**config.mk**
```make
export PLATFORM = sky130hd
export DESIGN_NAME = wb_commit_unit
export DESIGN_NICKNAME = d
export VERILOG_FILES = /design/src/rtl/mips_pkg.sv /design/src/rtl/wb_commit_unit_hilo_regs.sv /design/src/rtl/wb_commit_unit.sv
export SDC_FILE = /design/constraint.sdc
export NUM_CORES = 1
export LEC_CHECK = 0
export CORE_MARGIN = 10
export CORE_UTILIZATION = 42
export DETAILED_ROUTE_END_ITERATION = 10
export HOLD_SLACK_MARGIN = 0.08
export PLACE_DENSITY = 0.88
export SLEW_MARGIN = 30
export SYNTH_ARGS = -nofsm -noshare
export SYNTH_HDL_FRONTEND = slang
export SYNTH_SLANG_ARGS = --single-unit
```
**constraint.sdc**
```tcl
create_clock -name Clk -period 3.67 [get_ports Clk]
set_clock_uncertainty 0.05 [all_clocks]
set_input_delay 0.5505 -clock Clk [delete_from_list [all_inputs] [get_ports Clk]]
set_output_delay 0.5505 -clock Clk [all_outputs]
set_load 0.02 [all_outputs]
```
**src/rtl/mips_pkg.sv**
```systemverilog
// Shared MIPS pipeline constants used by the write-back stage.
// Covers register indices, Hi/Lo source selects and the bubble marker.
package mips_pkg;

   localparam logic [4:0]  REG_ZERO = 5'd0;
   localparam logic [4:0]  REG_RA   = 5'd31;

   localparam logic        HILO_SRC_ALU64 = 1'b0;
   localparam logic        HILO_SRC_ALU32 = 1'b1;

   localparam logic [31:0] ALL_ZERO_BUBBLE_PC = 32'd0;

   typedef enum logic {
      HILO_FROM_ALU64 = 1'b0,
      HILO_FROM_ALU32 = 1'b1
   } hiloSrc_e;

   // Picks the incoming half-word for Hi or Lo given its source select.
   function automatic logic [31:0] hiloSelect(input logic        src,
                                              input logic [31:0] alu64Half,
                                              input logic [31:0] alu32);
      return (src == HILO_SRC_ALU32) ? alu32 : alu64Half;
   endfunction

endpackage

```
**src/rtl/wb_commit_unit_hilo_regs.sv**
```systemverilog
// Architectural Hi/Lo register pair with per-half enables and source muxes.
// With BYPASS=1 the readers see a value in the same cycle it is written.
module hilo_regs
   import mips_pkg::*;
#(
   parameter bit BYPASS = 1'b1
) (
   input  logic        clk_i,
   input  logic        rst_ni,
   input  logic        hiWrite_i,
   input  logic        loWrite_i,
   input  logic        hiSrc_i,
   input  logic        loSrc_i,
   input  logic [31:0] alu32_i,
   input  logic [63:0] alu64_i,
   output logic [31:0] hi_o,
   output logic [31:0] lo_o
);

   logic [31:0] hiQ, hiD;
   logic [31:0] loQ, loD;
   logic [31:0] hiIncoming;
   logic [31:0] loIncoming;

   always_comb begin
      hiIncoming = hiloSelect(hiSrc_i, alu64_i[63:32], alu32_i);
      loIncoming = hiloSelect(loSrc_i, alu64_i[31:0],  alu32_i);
      hiD = hiWrite_i ? hiIncoming : hiQ;
      loD = loWrite_i ? loIncoming : loQ;
   end

   always_ff @(posedge clk_i or negedge rst_ni) begin
      if (!rst_ni) begin
         hiQ <= 32'd0;
         loQ <= 32'd0;
      end else begin
         hiQ <= hiD;
         loQ <= loD;
      end
   end

   // The bypass path is purely combinational, so it works even while reset is held.
   always_comb begin
      hi_o = hiQ;
      lo_o = loQ;
      if (BYPASS) begin
         if (hiWrite_i) hi_o = hiIncoming;
         if (loWrite_i) lo_o = loIncoming;
      end
   end

endmodule

```
**src/rtl/wb_commit_unit.sv**
```systemverilog
// MIPS write-back stage: GPR write-port mux, Hi/Lo commit and a retire counter.
// Upstream stalls arrive as all-zero bubbles that write nothing and do not count.
module wb_commit_unit
   import mips_pkg::*;
#(
   parameter bit HILO_BYPASS = 1'b1,
   parameter int CNT_W       = 32
) (
   input  logic             Clk,
   input  logic             Rst_n,
   input  logic             MemToRegIn,
   input  logic [31:0]      LoadDataIn,
   input  logic [31:0]      ALUResultIn,
   input  logic [63:0]      ALU64ResultIn,
   input  logic             RegWriteIn,
   input  logic [4:0]       RegDstIn,
   input  logic             LinkIn,
   input  logic [31:0]      PC4In,
   input  logic             HiWriteIn,
   input  logic             LoWriteIn,
   input  logic             HiSrcIn,
   input  logic             LoSrcIn,
   input  logic             CntClr,
   output logic             RegWriteEn,
   output logic [4:0]       RegWriteAddr,
   output logic [31:0]      RegWriteData,
   output logic [31:0]      HiOut,
   output logic [31:0]      LoOut,
   output logic [CNT_W-1:0] RetireCnt
);

   localparam logic [CNT_W-1:0] CNT_ONE = {{(CNT_W-1){1'b0}}, 1'b1};

   logic [CNT_W-1:0] cntQ, cntD;
   logic             retire;

   // Link address beats load data, which beats the ALU result.
   always_comb begin
      RegWriteAddr = RegDstIn;
      RegWriteEn   = RegWriteIn && (RegDstIn != REG_ZERO);
      if (LinkIn)
         RegWriteData = PC4In;
      else if (MemToRegIn)
         RegWriteData = LoadDataIn;
      else
         RegWriteData = ALUResultIn;
   end

   hilo_regs #(
      .BYPASS (HILO_BYPASS)
   ) uHiloRegs (
      .clk_i     (Clk),
      .rst_ni    (Rst_n),
      .hiWrite_i (HiWriteIn),
      .loWrite_i (LoWriteIn),
      .hiSrc_i   (HiSrcIn),
      .loSrc_i   (LoSrcIn),
      .alu32_i   (ALUResultIn),
      .alu64_i   (ALU64ResultIn),
      .hi_o      (HiOut),
      .lo_o      (LoOut)
   );

   // Clear wins over a simultaneous retire; the count wraps with no saturation.
   always_comb begin
      retire = (PC4In != ALL_ZERO_BUBBLE_PC);
      cntD   = cntQ;
      if (CntClr)
         cntD = '0;
      else if (retire)
         cntD = cntQ + CNT_ONE;
   end

   always_ff @(posedge Clk or negedge Rst_n) begin
      if (!Rst_n)
         cntQ <= '0;
      else
         cntQ <= cntD;
   end

   assign RetireCnt = cntQ;

endmodule

```
==> metrics <==
status finished, final reports clean; Setup Viol. Count Final 0; average routed wire per standard cell 21.49 um; worst min path class in2async; first-pass detailed-route iteration total 5; main area contributors after synthesis sky130_fd_sc_hd__dfrtp_1, sky130_fd_sc_hd__mux2i_1, sky130_fd_sc_hd__a21oi_1, sky130_fd_sc_hd__nor2_1, sky130_fd_sc_hd__o21ai_0; actual transition at the worst max-transition pin ~0.93 ns; remaining antenna violation count 0; number of flops mapped to enable cells by yosys 0; total CTS buffers 9; fraction of final layout cells sized beyond drive strength 1 0.05178; flip-flop and latch count after synthesis 96; GRT overflow 0; most area-hungry cell type in the Yosys netlist sky130_fd_sc_hd__dfrtp_1; overall power of the completed layout about 3.1 mW; Fin Setup TNS 0 ns; sequential area share after synthesis 0.4480; Yosys Warn Count 0; clock tree from TritonCTS done; Reg clk slew, reported paths around 0.060 ns; number of distinct library cells after synthesis 35; post-synth top area share 0.4480; worst voltage drop across the vdd grid 0.0002853 V; Post-CTS Hold Fix Bufs 0; drc violations 0; via count between 5000 and 6000; crit path capture type primary output; cells after synthesis 577; share of the clock period used by the worst path 0.8140; standard cell area after detailed placement about 8600 um^2; wire length of the first global-routing pass approximately 34 mm; Chip Width around 130 um; master cell of the clock root buffer sky130_fd_sc_hd__clkbuf_16; Post-Syn Nets 753; Final HPWL DP 17.72 mm; normalized max-slew margin 0.3749; number of global-route vias before repair 5590; number of buffers added for setup after CTS 0; highest net fanout along the worst path 42; routed via count divided by cell count 5.318; arrival time of data at the critical path endpoint between 2 and 2.5 ns; synthesized area per cell about 9.3 um^2; aggregate routed wire length ~22 mm; Critical Path Start Type primary input; pin count of the biggest net entering global routing 69; Layout area overhead 65.82%; minimum clock period after layout approximately 3.0 ns; Die Y-Extent around 130 um; max-cap viol count 0; dominant synthesized flop cell sky130_fd_sc_hd__dfrtp_1; CTS max path bufs 2; clock latency of the later-clocked register in the worst-skew pair roughly 0.34 ns; global router's overall resource usage 0.2429; net count of the finished layout about 1000; number of clock sinks seen by CTS 96; antenna cell count 0; most common library cells after synthesis sky130_fd_sc_hd__dfrtp_1, sky130_fd_sc_hd__mux2i_1, sky130_fd_sc_hd__nor2_1; leakage power figure ~3.7 nW; initial core utilization 0.4267; share of flip-flops with an asynchronous set or reset 1.000; final instance count without filler cells 1041; post-cts gate resize count 0; total instance count after detailed placement 1025; H-tree levels 3; I/O Buffers 308; summed instance area of the synthesized netlist 5363 um^2; PD cells ~340 nW/um^2; worst reg-to-reg setup slack approximately 1.6 ns; Highest Clock Rate ~330 MHz; worst setup path category in2out; placeable core area approximately 13000 um^2; critical path data required time 3.07 ns; initial antenna violation count 1; unrepaired setup endpoints after global routing no; Starting DRT DRC Count 460; final max-slew violation count 0; Placer Congestion 0.8820; Total Die Area 17690 um^2; Row Count between 40 and 50; final hold viol count 0; Finished Cell Area roughly 9000 um^2; Boundary Pins about 300
layer usage:
| metal | global-route usage | part of all wire | vias up | wire length [um] |
|---|---|---|---|---|
| met2 | 0.4065 | 0.49 | 257 | 10910 |
| met5 | 0 | 0.00058 | - | 13 |
| met3 | 0.07608 | 0.097 | 21 | 2169 |
| met4 | 0.06479 | 0.015 | 2 | 339 |
| met1 | 0.2947 | 0.40 | 2641 | 8935 |
| li1 | - | - | 2615 | - |
logic make-up after synthesis:
kind of cell	Yosys count	synth area share
AOI/OAI and AO/OA	144	0.1475
xor gates and xnor gates	16	0.02613
adders and majority gates	1	0.002333
buffers and inverters	50	0.03920
DFF	96	0.4480
muxes	96	0.1792
and+or+nand+nor	174	0.1577
cell usage in the layout (no fill, tap or decap), types with 2 or more instances in the layout:
master	instances
sky130_fd_sc_hd__clkinv_2	2
sky130_fd_sc_hd__nor4_4	2
sky130_fd_sc_hd__nand3_1	4
sky130_fd_sc_hd__xor2_1	14
sky130_fd_sc_hd__nand4_1	5
sky130_fd_sc_hd__dfrtp_1	96
sky130_fd_sc_hd__buf_2	6
sky130_fd_sc_hd__and3_1	3
sky130_fd_sc_hd__nor4_1	10
sky130_fd_sc_hd__o21ai_0	48
sky130_fd_sc_hd__inv_1	5
sky130_fd_sc_hd__buf_4	11
sky130_fd_sc_hd__nand2_1	43
sky130_fd_sc_hd__or3_1	14
sky130_fd_sc_hd__a21oi_1	80
sky130_fd_sc_hd__o2111ai_1	7
sky130_fd_sc_hd__clkdlybuf4s50_1	301
sky130_fd_sc_hd__clkbuf_16	9
sky130_fd_sc_hd__or4_1	2
sky130_fd_sc_hd__xnor2_1	2
sky130_fd_sc_hd__mux2i_1	96
sky130_fd_sc_hd__nand4_4	2
sky130_fd_sc_hd__buf_12	3
sky130_fd_sc_hd__nor2_1	83
sky130_fd_sc_hd__bufinv_16	2
sky130_fd_sc_hd__o211ai_1	4
through the flow:
stage | hold WS (ns) | setup slack, ns | util
4_1_cts | 0.3004 | 0.7127 | 0.7075
2_1_floorplan | 0.2049 | 1.232 | -
6_report | 0.2690 | 0.6826 | 0.7075
3_5_place_dp | 0.4733 | 0.7132 | 0.6820
3_3_place_gp | 0.4676 | 0.7454 | 0.6820
5_1_grt | 0.3392 | 0.5718 | 0.7075
area by class of cell:
cell class / instances / area (um^2)
Clock buffer: 9 / 225.2
Sequential cell: 96 / 2402
Multi-Input combinational cell: 431 / 2750
Fill cell: 917 / 3676
Clock inverter: 7 / 95.09
Tap cell: 172 / 215.2
Inverter: 5 / 18.77
Timing Repair Buffer: 321 / 3186
where the power goes:
| group | leakage, nW | internal (mW) | switching, mW |
|---|---|---|---|
| Combinational | 2.43 | 0.447 | 0.449 |
| Sequential | 1.16 | 1.13 | 0.0241 |
| Clock | 0.156 | 0.598 | 0.408 |
worst paths after layout:
check	startpoint	end	cells after the start
max reg2reg	RetireCnt[0]$_DFFE_PN0P_	RetireCnt[30]$_DFFE_PN0P_	5
min	Rst_n	RetireCnt[27]$_DFFE_PN0P_	1
min reg2reg	uHiloRegs.loQ[31]$_DFF_PN0_	uHiloRegs.loQ[31]$_DFF_PN0_	2
max in group asynchronous	Rst_n	RetireCnt[17]$_DFFE_PN0P_	2
max	LoWriteIn	LoOut[12]	5
min in group Clk	uHiloRegs.loQ[31]$_DFF_PN0_	uHiloRegs.loQ[31]$_DFF_PN0_	2
sequential cells by signal (all words and copies together) (netlist names):
register and cells:
RetireCnt 32, uHiloRegs.loQ 32, uHiloRegs.hiQ 32
worst max-delay path, stage by stage:
cell	delay [ns]
sky130_fd_sc_hd__buf_2	0.57
sky130_fd_sc_hd__buf_4	0.31
sky130_fd_sc_hd__nor2_1	0.07
sky130_fd_sc_hd__a21oi_1	0.21
sky130_fd_sc_hd__clkdlybuf4s50_1	0.66
Note: power is estimated with default switching activity, not from simulation.
